--- src/rtl/pi1_to_wb4_pipe.sv ---
// pi1_to_wb4_pipe
// Single-clock bridge from a PI1 slave port to a Wishbone B4 pipelined master.
// Writes are posted into a small FIFO so the PI1 master is released at once.
// Reads and swaps (RW) wait until every buffered write has completed on the
// bus. Bus errors and slave timeouts set a sticky error flag.
//
// Ports:
//   wb4_clk_i, wb4_rst_n_i        clock, asynchronous active-low reset
//   pi1_op_i/addr_i/data_i/sel_i  PI1 request (00 NOOP, 01 WR, 10 RD, 11 RW)
//   pi1_data_o, pi1_rdy_o         PI1 read data and ready
//   wb4_cyc_o/stb_o/we_o/addr_o/data_o/sel_o   WB4 master request
//   wb4_stall_i/ack_i/err_i/data_i             WB4 slave response
//   err_o, err_clr_i              sticky error flag and its clear
//   wrbuf_lvl_o                   posted-write buffer occupancy
module pi1_to_wb4_pipe #(
    parameter int ARCHBITSZ  = 32,
    parameter int WRBUFDEPTH = 4,
    parameter int TIMEOUT    = 256,
    localparam int SELW      = ARCHBITSZ / 8,
    localparam int IDXW      = $clog2(SELW),
    localparam int ADDRBITSZ = ARCHBITSZ - IDXW,
    localparam int LVLW      = $clog2(WRBUFDEPTH) + 1
) (
    input  logic                 wb4_clk_i,
    input  logic                 wb4_rst_n_i,
    input  logic [1:0]           pi1_op_i,
    input  logic [ADDRBITSZ-1:0] pi1_addr_i,
    input  logic [ARCHBITSZ-1:0] pi1_data_i,
    output logic [ARCHBITSZ-1:0] pi1_data_o,
    input  logic [SELW-1:0]      pi1_sel_i,
    output logic                 pi1_rdy_o,
    output logic                 wb4_cyc_o,
    output logic                 wb4_stb_o,
    output logic                 wb4_we_o,
    output logic [ARCHBITSZ-1:0] wb4_addr_o,
    output logic [ARCHBITSZ-1:0] wb4_data_o,
    output logic [SELW-1:0]      wb4_sel_o,
    input  logic                 wb4_stall_i,
    input  logic                 wb4_ack_i,
    input  logic                 wb4_err_i,
    input  logic [ARCHBITSZ-1:0] wb4_data_i,
    output logic                 err_o,
    input  logic                 err_clr_i,
    output logic [LVLW-1:0]      wrbuf_lvl_o
);

    localparam int BIDXW = $clog2(WRBUFDEPTH);
    localparam int TMRW  = (TIMEOUT > 0) ? $clog2(TIMEOUT + 1) : 1;
    localparam logic [TMRW-1:0] TMO_VAL  = TMRW'(TIMEOUT);
    localparam logic [LVLW-1:0] FULL_LVL = LVLW'(WRBUFDEPTH);

    localparam logic [1:0] OP_NOOP = 2'b00;
    localparam logic [1:0] OP_WR   = 2'b01;
    localparam logic [1:0] OP_RW   = 2'b11;

    typedef enum logic [1:0] {IDLE, RDWAIT, RDBUS, RWWR} state_t;

    state_t state, state_nx;

    // Lowest set byte-select bit gives the byte offset; sel=0 maps to 0.
    function automatic logic [IDXW-1:0] low_idx(input logic [SELW-1:0] s);
        low_idx = '0;
        for (int i = SELW - 1; i >= 0; i--) begin
            if (s[i]) low_idx = IDXW'(i);
        end
    endfunction

    // ------------------------------------------------------------------
    // Posted-write FIFO. Pointers carry one extra wrap bit so that the
    // difference is the occupancy directly.
    // ------------------------------------------------------------------
    logic [ADDRBITSZ-1:0] fb_addr [WRBUFDEPTH];
    logic [ARCHBITSZ-1:0] fb_data [WRBUFDEPTH];
    logic [SELW-1:0]      fb_sel  [WRBUFDEPTH];
    logic [LVLW-1:0]      wr_ptr, rd_ptr;

    // Captured RD/RW request
    logic [ADDRBITSZ-1:0] rq_addr;
    logic [ARCHBITSZ-1:0] rq_data;
    logic [SELW-1:0]      rq_sel;
    logic                 rq_rw;

    // WB engine state
    logic                 cyc, stb, we;
    logic [ARCHBITSZ-1:0] addr_q, wdat_q;
    logic [SELW-1:0]      sel_q;
    logic [TMRW-1:0]      tmr;
    logic [ARCHBITSZ-1:0] rw_q;      // read half of a swap, held across the write half
    logic [ARCHBITSZ-1:0] rdat_q;
    logic                 err_q;

    logic                 accept, push, pop;
    logic                 tmo_hit, term, term_err;
    logic                 buf_owner, rd_go, wr_go;
    logic                 buf_empty;
    logic [ADDRBITSZ-1:0] ld_addr;
    logic [SELW-1:0]      ld_sel;
    logic [BIDXW-1:0]     head;

    assign wrbuf_lvl_o = wr_ptr - rd_ptr;
    assign buf_empty   = (wrbuf_lvl_o == '0);
    assign head        = rd_ptr[BIDXW-1:0];

    assign accept = pi1_rdy_o && (pi1_op_i != OP_NOOP);
    assign push   = accept && (pi1_op_i == OP_WR);

    // ack beats timeout on the same cycle; err beats ack.
    assign tmo_hit  = (TIMEOUT != 0) && (tmr == TMO_VAL);
    assign term     = cyc && (wb4_ack_i || wb4_err_i || tmo_hit);
    assign term_err = cyc && (wb4_err_i || (tmo_hit && !wb4_ack_i));

    // The buffer owns the bus whenever the FSM is not running a read/swap.
    assign buf_owner = (state != RDBUS) && (state != RWWR);
    assign pop       = term && buf_owner;

    // A read is launched on the accept edge itself when the path is already
    // clear, so a zero-wait slave costs only one not-ready cycle; otherwise
    // it launches on leaving RDWAIT.
    assign rd_go = !cyc && buf_empty &&
                   (((state == IDLE) && accept && pi1_op_i[1]) || (state == RDWAIT));
    assign wr_go = !cyc && !buf_empty && buf_owner;

    assign ld_addr = (state == IDLE) ? pi1_addr_i : rq_addr;
    assign ld_sel  = (state == IDLE) ? pi1_sel_i  : rq_sel;

    // ------------------------------------------------------------------
    // FSM: state register / next state / outputs
    // ------------------------------------------------------------------
    always_ff @(posedge wb4_clk_i or negedge wb4_rst_n_i) begin
        if (!wb4_rst_n_i) state <= IDLE;
        else              state <= state_nx;
    end

    always_comb begin
        state_nx = state;
        case (state)
            IDLE:   if (accept && pi1_op_i[1]) state_nx = rd_go ? RDBUS : RDWAIT;
            RDWAIT: if (rd_go) state_nx = RDBUS;
            RDBUS:  if (term) state_nx = (rq_rw && !term_err) ? RWWR : IDLE;
            RWWR:   if (term) state_nx = IDLE;
            default: state_nx = IDLE;
        endcase
    end

    always_comb begin
        pi1_rdy_o = wb4_rst_n_i && (state == IDLE) && (wrbuf_lvl_o != FULL_LVL);
    end

    // ------------------------------------------------------------------
    // Write buffer
    // ------------------------------------------------------------------
    always_ff @(posedge wb4_clk_i) begin
        if (push) begin
            fb_addr[wr_ptr[BIDXW-1:0]] <= pi1_addr_i;
            fb_data[wr_ptr[BIDXW-1:0]] <= pi1_data_i;
            fb_sel[wr_ptr[BIDXW-1:0]]  <= pi1_sel_i;
        end
    end

    always_ff @(posedge wb4_clk_i or negedge wb4_rst_n_i) begin
        if (!wb4_rst_n_i) begin
            wr_ptr <= '0;
            rd_ptr <= '0;
        end else begin
            if (push) wr_ptr <= wr_ptr + LVLW'(1);
            if (pop)  rd_ptr <= rd_ptr + LVLW'(1);
        end
    end

    // ------------------------------------------------------------------
    // RD/RW request capture
    // ------------------------------------------------------------------
    always_ff @(posedge wb4_clk_i or negedge wb4_rst_n_i) begin
        if (!wb4_rst_n_i) begin
            rq_addr <= '0;
            rq_data <= '0;
            rq_sel  <= '0;
            rq_rw   <= 1'b0;
        end else if (accept && pi1_op_i[1]) begin
            rq_addr <= pi1_addr_i;
            rq_data <= pi1_data_i;
            rq_sel  <= pi1_sel_i;
            rq_rw   <= (pi1_op_i == OP_RW);
        end
    end

    // ------------------------------------------------------------------
    // WB engine: one outstanding transaction
    // ------------------------------------------------------------------
    always_ff @(posedge wb4_clk_i or negedge wb4_rst_n_i) begin
        if (!wb4_rst_n_i) begin
            cyc    <= 1'b0;
            stb    <= 1'b0;
            we     <= 1'b0;
            addr_q <= '0;
            wdat_q <= '0;
            sel_q  <= '0;
            tmr    <= '0;
            rw_q   <= '0;
            rdat_q <= '0;
        end else begin
            if (stb && !wb4_stall_i) stb <= 1'b0;
            if (cyc && (TIMEOUT != 0)) tmr <= tmr + TMRW'(1);

            if (term) begin
                if ((state == RDBUS) && rq_rw && !term_err) begin
                    // Swap: keep the cycle open and turn it into the write half.
                    stb    <= 1'b1;
                    we     <= 1'b1;
                    wdat_q <= rq_data;
                    sel_q  <= rq_sel;
                    tmr    <= TMRW'(1);
                    rw_q   <= wb4_data_i;
                end else begin
                    cyc <= 1'b0;
                    stb <= 1'b0;
                    we  <= 1'b0;
                end
                if ((state == RDBUS) && (term_err || !rq_rw))
                    rdat_q <= term_err ? '1 : wb4_data_i;
                if (state == RWWR)
                    rdat_q <= term_err ? '1 : rw_q;
            end else if (rd_go) begin
                cyc    <= 1'b1;
                stb    <= 1'b1;
                we     <= 1'b0;
                addr_q <= {ld_addr, low_idx(ld_sel)};
                wdat_q <= '0;
                sel_q  <= ld_sel;
                tmr    <= TMRW'(1);
            end else if (wr_go) begin
                cyc    <= 1'b1;
                stb    <= 1'b1;
                we     <= 1'b1;
                addr_q <= {fb_addr[head], low_idx(fb_sel[head])};
                wdat_q <= fb_data[head];
                sel_q  <= fb_sel[head];
                tmr    <= TMRW'(1);
            end
        end
    end

    // Sticky error: a new error wins over a simultaneous clear.
    always_ff @(posedge wb4_clk_i or negedge wb4_rst_n_i) begin
        if (!wb4_rst_n_i)   err_q <= 1'b0;
        else if (term_err)  err_q <= 1'b1;
        else if (err_clr_i) err_q <= 1'b0;
    end

    assign wb4_cyc_o  = cyc;
    assign wb4_stb_o  = stb;
    assign wb4_we_o   = we;
    assign wb4_addr_o = addr_q;
    assign wb4_data_o = wdat_q;
    assign wb4_sel_o  = sel_q;
    assign pi1_data_o = rdat_q;
    assign err_o      = err_q;

endmodule

--- config.mk ---
export PLATFORM = sky130hd
export DESIGN_NAME = pi1_to_wb4_pipe
export DESIGN_NICKNAME = d
export VERILOG_FILES = /design/src/rtl/pi1_to_wb4_pipe.sv
export SDC_FILE = /design/constraint.sdc
export NUM_CORES = 1
export LEC_CHECK = 0
export CORE_MARGIN = 5
export CORE_UTILIZATION = 35
export CTS_BUF_LIST = sky130_fd_sc_hd__clkbuf_2
export DETAILED_ROUTE_END_ITERATION = 6
export GPL_TIMING_DRIVEN = 0
export HOLD_SLACK_MARGIN = 0.03
export SLEW_MARGIN = 30
export SYNTH_ARGS = -nofsm -noshare
export SYNTH_HDL_FRONTEND = slang
export SYNTH_SLANG_ARGS = --single-unit
--- constraint.sdc ---
create_clock -name wb4_clk_i -period 12.2 [get_ports wb4_clk_i]
set_input_delay 2.44 -clock wb4_clk_i [delete_from_list [all_inputs] [get_ports wb4_clk_i]]
set_output_delay 2.44 -clock wb4_clk_i [all_outputs]
set_load 0.01 [all_outputs]
==> results.md <==
- Die extent in x: 246 um
- Worst-Margin Slew: 0.814 ns
- Cell count after synthesis: roughly 1,200
- Final Critical Period: 7.08 ns
- Area added between synthesis and finish: 24.1%
- Most common cell in the synthesized netlist: edfxtp_1
- WL/cell: about 20 um
- Hpwl dp: 32,000 um
- Outcome: finished, final reports clean
- Setup Skew: ~0.081 ns
- Clock Path Buffers: 3
- Crit Path Max Fanout: 77
- Global placement routability congestion: 0.784
- Worst EP required: 9.76 ns
- Synthesized Nets: between 1,000 and 1,500
- Post-CTS setup buffers: 0
- CTS tree: yes
- Die area: just over 60,000 sq um
- Hold Crit Class: flop to flop
- Critical path class: input pin to primary output
- First-pass GRT wire length: roughly 76,000 um
- FP Rows: 86
- Critical path's top delay family: buffers and inverters
- Max Freq: ~140 MHz
- Leak: 0.00937 uW
- Drt total wl: 49,100 um
- Antenna violations before repair: 7
- Die Y: 246 um
- Tot Pwr: about 6000 uW
- IO buf count: 213
- CP Launch Type: input pin
- Initial Util: around a third
- # clock sinks: approximately 480
- Final period utilization: 58.0%
- Number of global-route vias before repair: 12,800
- Drt first-iter violations: 654
- CTS buffer count: 133
- Area after DPL: 22,700 sq um
- Core area: 55,100 sq um
- CP Cell Sequence: buf_8 -> buf_16 -> buf_16 -> o211a_1 -> clkdlybuf4s50_1
- Post-CTS Resized: 0
- Final non-filler cell total: 2,466
- VDD IR max: ~0.12 mV
- Primary FF master, synth: edfxtp_1
- Clk slew on worst S/H paths: 0.10 ns
- Vias per cell: 4.96
- Synth cell count leaders: 264 x edfxtp_1, 220 x dfrtp_1, 108 x nand2_1
- Slew Limit Headroom: between 40% and 50%
- Post-Syn Area: 19,400 sq um
- Sequential-to-total area share from yosys stat: 69.2%
- Top cells by area, synth: edfxtp_1 41%, dfrtp_1 28%, mux4_2 7.7%
- Clk Latency, worst-skew pair: 1.22 ns
- RSZ-0062 raised after global routing: no
- Synth unique cells: a little over 50
- Arr. time, crit path: roughly 4.6 ns
- Drt drc: 0
- EDFF count, synth: about 260
- Syn Area/Cell: 15.6 sq um
- Total number of vias: 12,200
- GRT Util Overall: 16.4%
- Fillers: 5,132
- Share of layout cells above drive strength 1: 25.9%
- DRT antenna net count: 0
- CP max stage delay: around 0.62 ns
- Drt first pass iters: 5
- Buf+Inv Stages, Crit Path: 4
- NumNets Final: roughly 1,700
- Total gr overflow: 0
- CTS root buf: clkbuf_2
- # hold bufs at CTS: 0
- # Max-Cap Violations: 0
- Largest net degree at the start of global routing: 78
- Fin. Hold Viols: 0
- Critical-path top delay cell: clkdlybuf4s50_1
- Ports: 214
- WHS: 0.488 ns
- Max Slew Vio Count: 0
- Power per cell area: 245 nW/um^2
- Htree depth: 4
- Design Area, Final: 24,100 sq um
- CP Capture Type: primary output
- Setup violations, final: 0
- Async SR Flop Fraction: 45.5%
- Post-Place Cells: ~2,200
- Reg2reg setup slack: a little under 9 ns
- Cell accounting for the most synthesized area: edfxtp_1
- Most frequent CP cell: buf_16
- Synth top area share: 40.8%
- Ys Warns: 0
- Synth Register Bits: between 400 and 500
## stage by stage
stage	utilization [%]	worst slack [ns]	setup TNS [ns]
2_1_floorplan	-	7.14	0
3_3_place_gp	40.8	-3.60	-1334.54
3_5_place_dp	41.3	5.01	0
4_1_cts	43.7	5.00	0
5_1_grt	43.8	4.83	0
6_report	43.8	5.12	0
## cell type report
| type | instances | area [sq um] | share of cell area (%) |
|---|---|---|---|
| inverter | 12 | 45.0 | 0.187 |
| clock buffer | 208 | 1040 | 4.32 |
| timing repair buffer | 223 | 2370 | 9.85 |
| sequential | 484 | 13400 | 55.7 |
| antenna | 6 | 15.0 | 0.0623 |
| clock inverter | 33 | 303 | 1.26 |
| multi-input combinational | 670 | 5570 | 23.1 |
| buffer | 82 | 397 | 1.64 |
| tap | 748 | 936 | 3.88 |
## layer usage
layer  vias up  part of all wire [%]  GRT usage [%]
met2       360                    47           25.1
met4         4                   2.0           6.14
li1       5530                     -              -
met5         -                 0.053              0
met1      6272                    44           21.7
met3        69                   6.9           5.57
## report_power, final
group	leakage [uW]	total (uW)	internal, uW	switching [uW]
Clock	0.00101	1270	579	688
Sequential	0.00503	2340	2120	226
Combinational	0.00334	2290	1110	1180
Total	0.00937	5900	3800	2100
## registers in the layout, indices dropped and copies added, names as in the netlist, 4 cells and up
signal,flops
wb4_addr_o,32
wb4_data_o,32
tmr,9
rq_addr,30
wb4_sel_o,4
rw_q,32
rq_sel,4
fb_addr,120
fb_data,128
rq_data,32
pi1_data_o,32
fb_sel,16
## final timing paths
| kind | start | depth (start not counted) | end |
|---|---|---|---|
| min reg2reg | rd_ptr[2]$_DFFE_PN0P_ | 1 | rd_ptr[2]$_DFFE_PN0P_ |
| max reg2reg | wr_ptr[0]$_DFFE_PN0P_ | 10 | fb_data[0][3]$_DFFE_PP_ |
| min in group asynchronous | wb4_rst_n_i | 1 | wb4_addr_o[20]$_DFFE_PN0P_ |
| min | rd_ptr[2]$_DFFE_PN0P_ | 1 | rd_ptr[2]$_DFFE_PN0P_ |
| max in group asynchronous | wb4_rst_n_i | 3 | rw_q[17]$_DFFE_PN0P_ |
| max | wb4_rst_n_i | 5 | pi1_rdy_o |
## cell usage in the layout (no fill, tap or decap), types with 7 or more instances in the layout
cell and count:
xnor2_1 7, clkdlybuf4s50_1 212, dfrtp_1 220, a31oi_1 95, a211oi_1 33, nand3_1 34, clkinv_1 19, buf_1 8
nor2b_1 31, mux2i_1 33, buf_2 23, mux2_2 100, mux4_2 66, clkbuf_2 208, ha_1 8, nand2_1 108
edfxtp_1 264, inv_1 11, clkbuf_1 39, nor2_1 85, a21oi_1 10
## kinds of logic after synthesis
| group | Yosys count | share of synthesized area (%) |
|---|---|---|
| simple gates | 287 | 6.63 |
| mux | 199 | 15.1 |
| flops | 484 | 69.2 |
| xor+xnor | 13 | 0.663 |
| compound gates | 162 | 5.51 |
| fa+ha+maj | 9 | 0.618 |
| buf+inv | 94 | 2.27 |
Note: power is estimated with default switching activity, not from simulation.
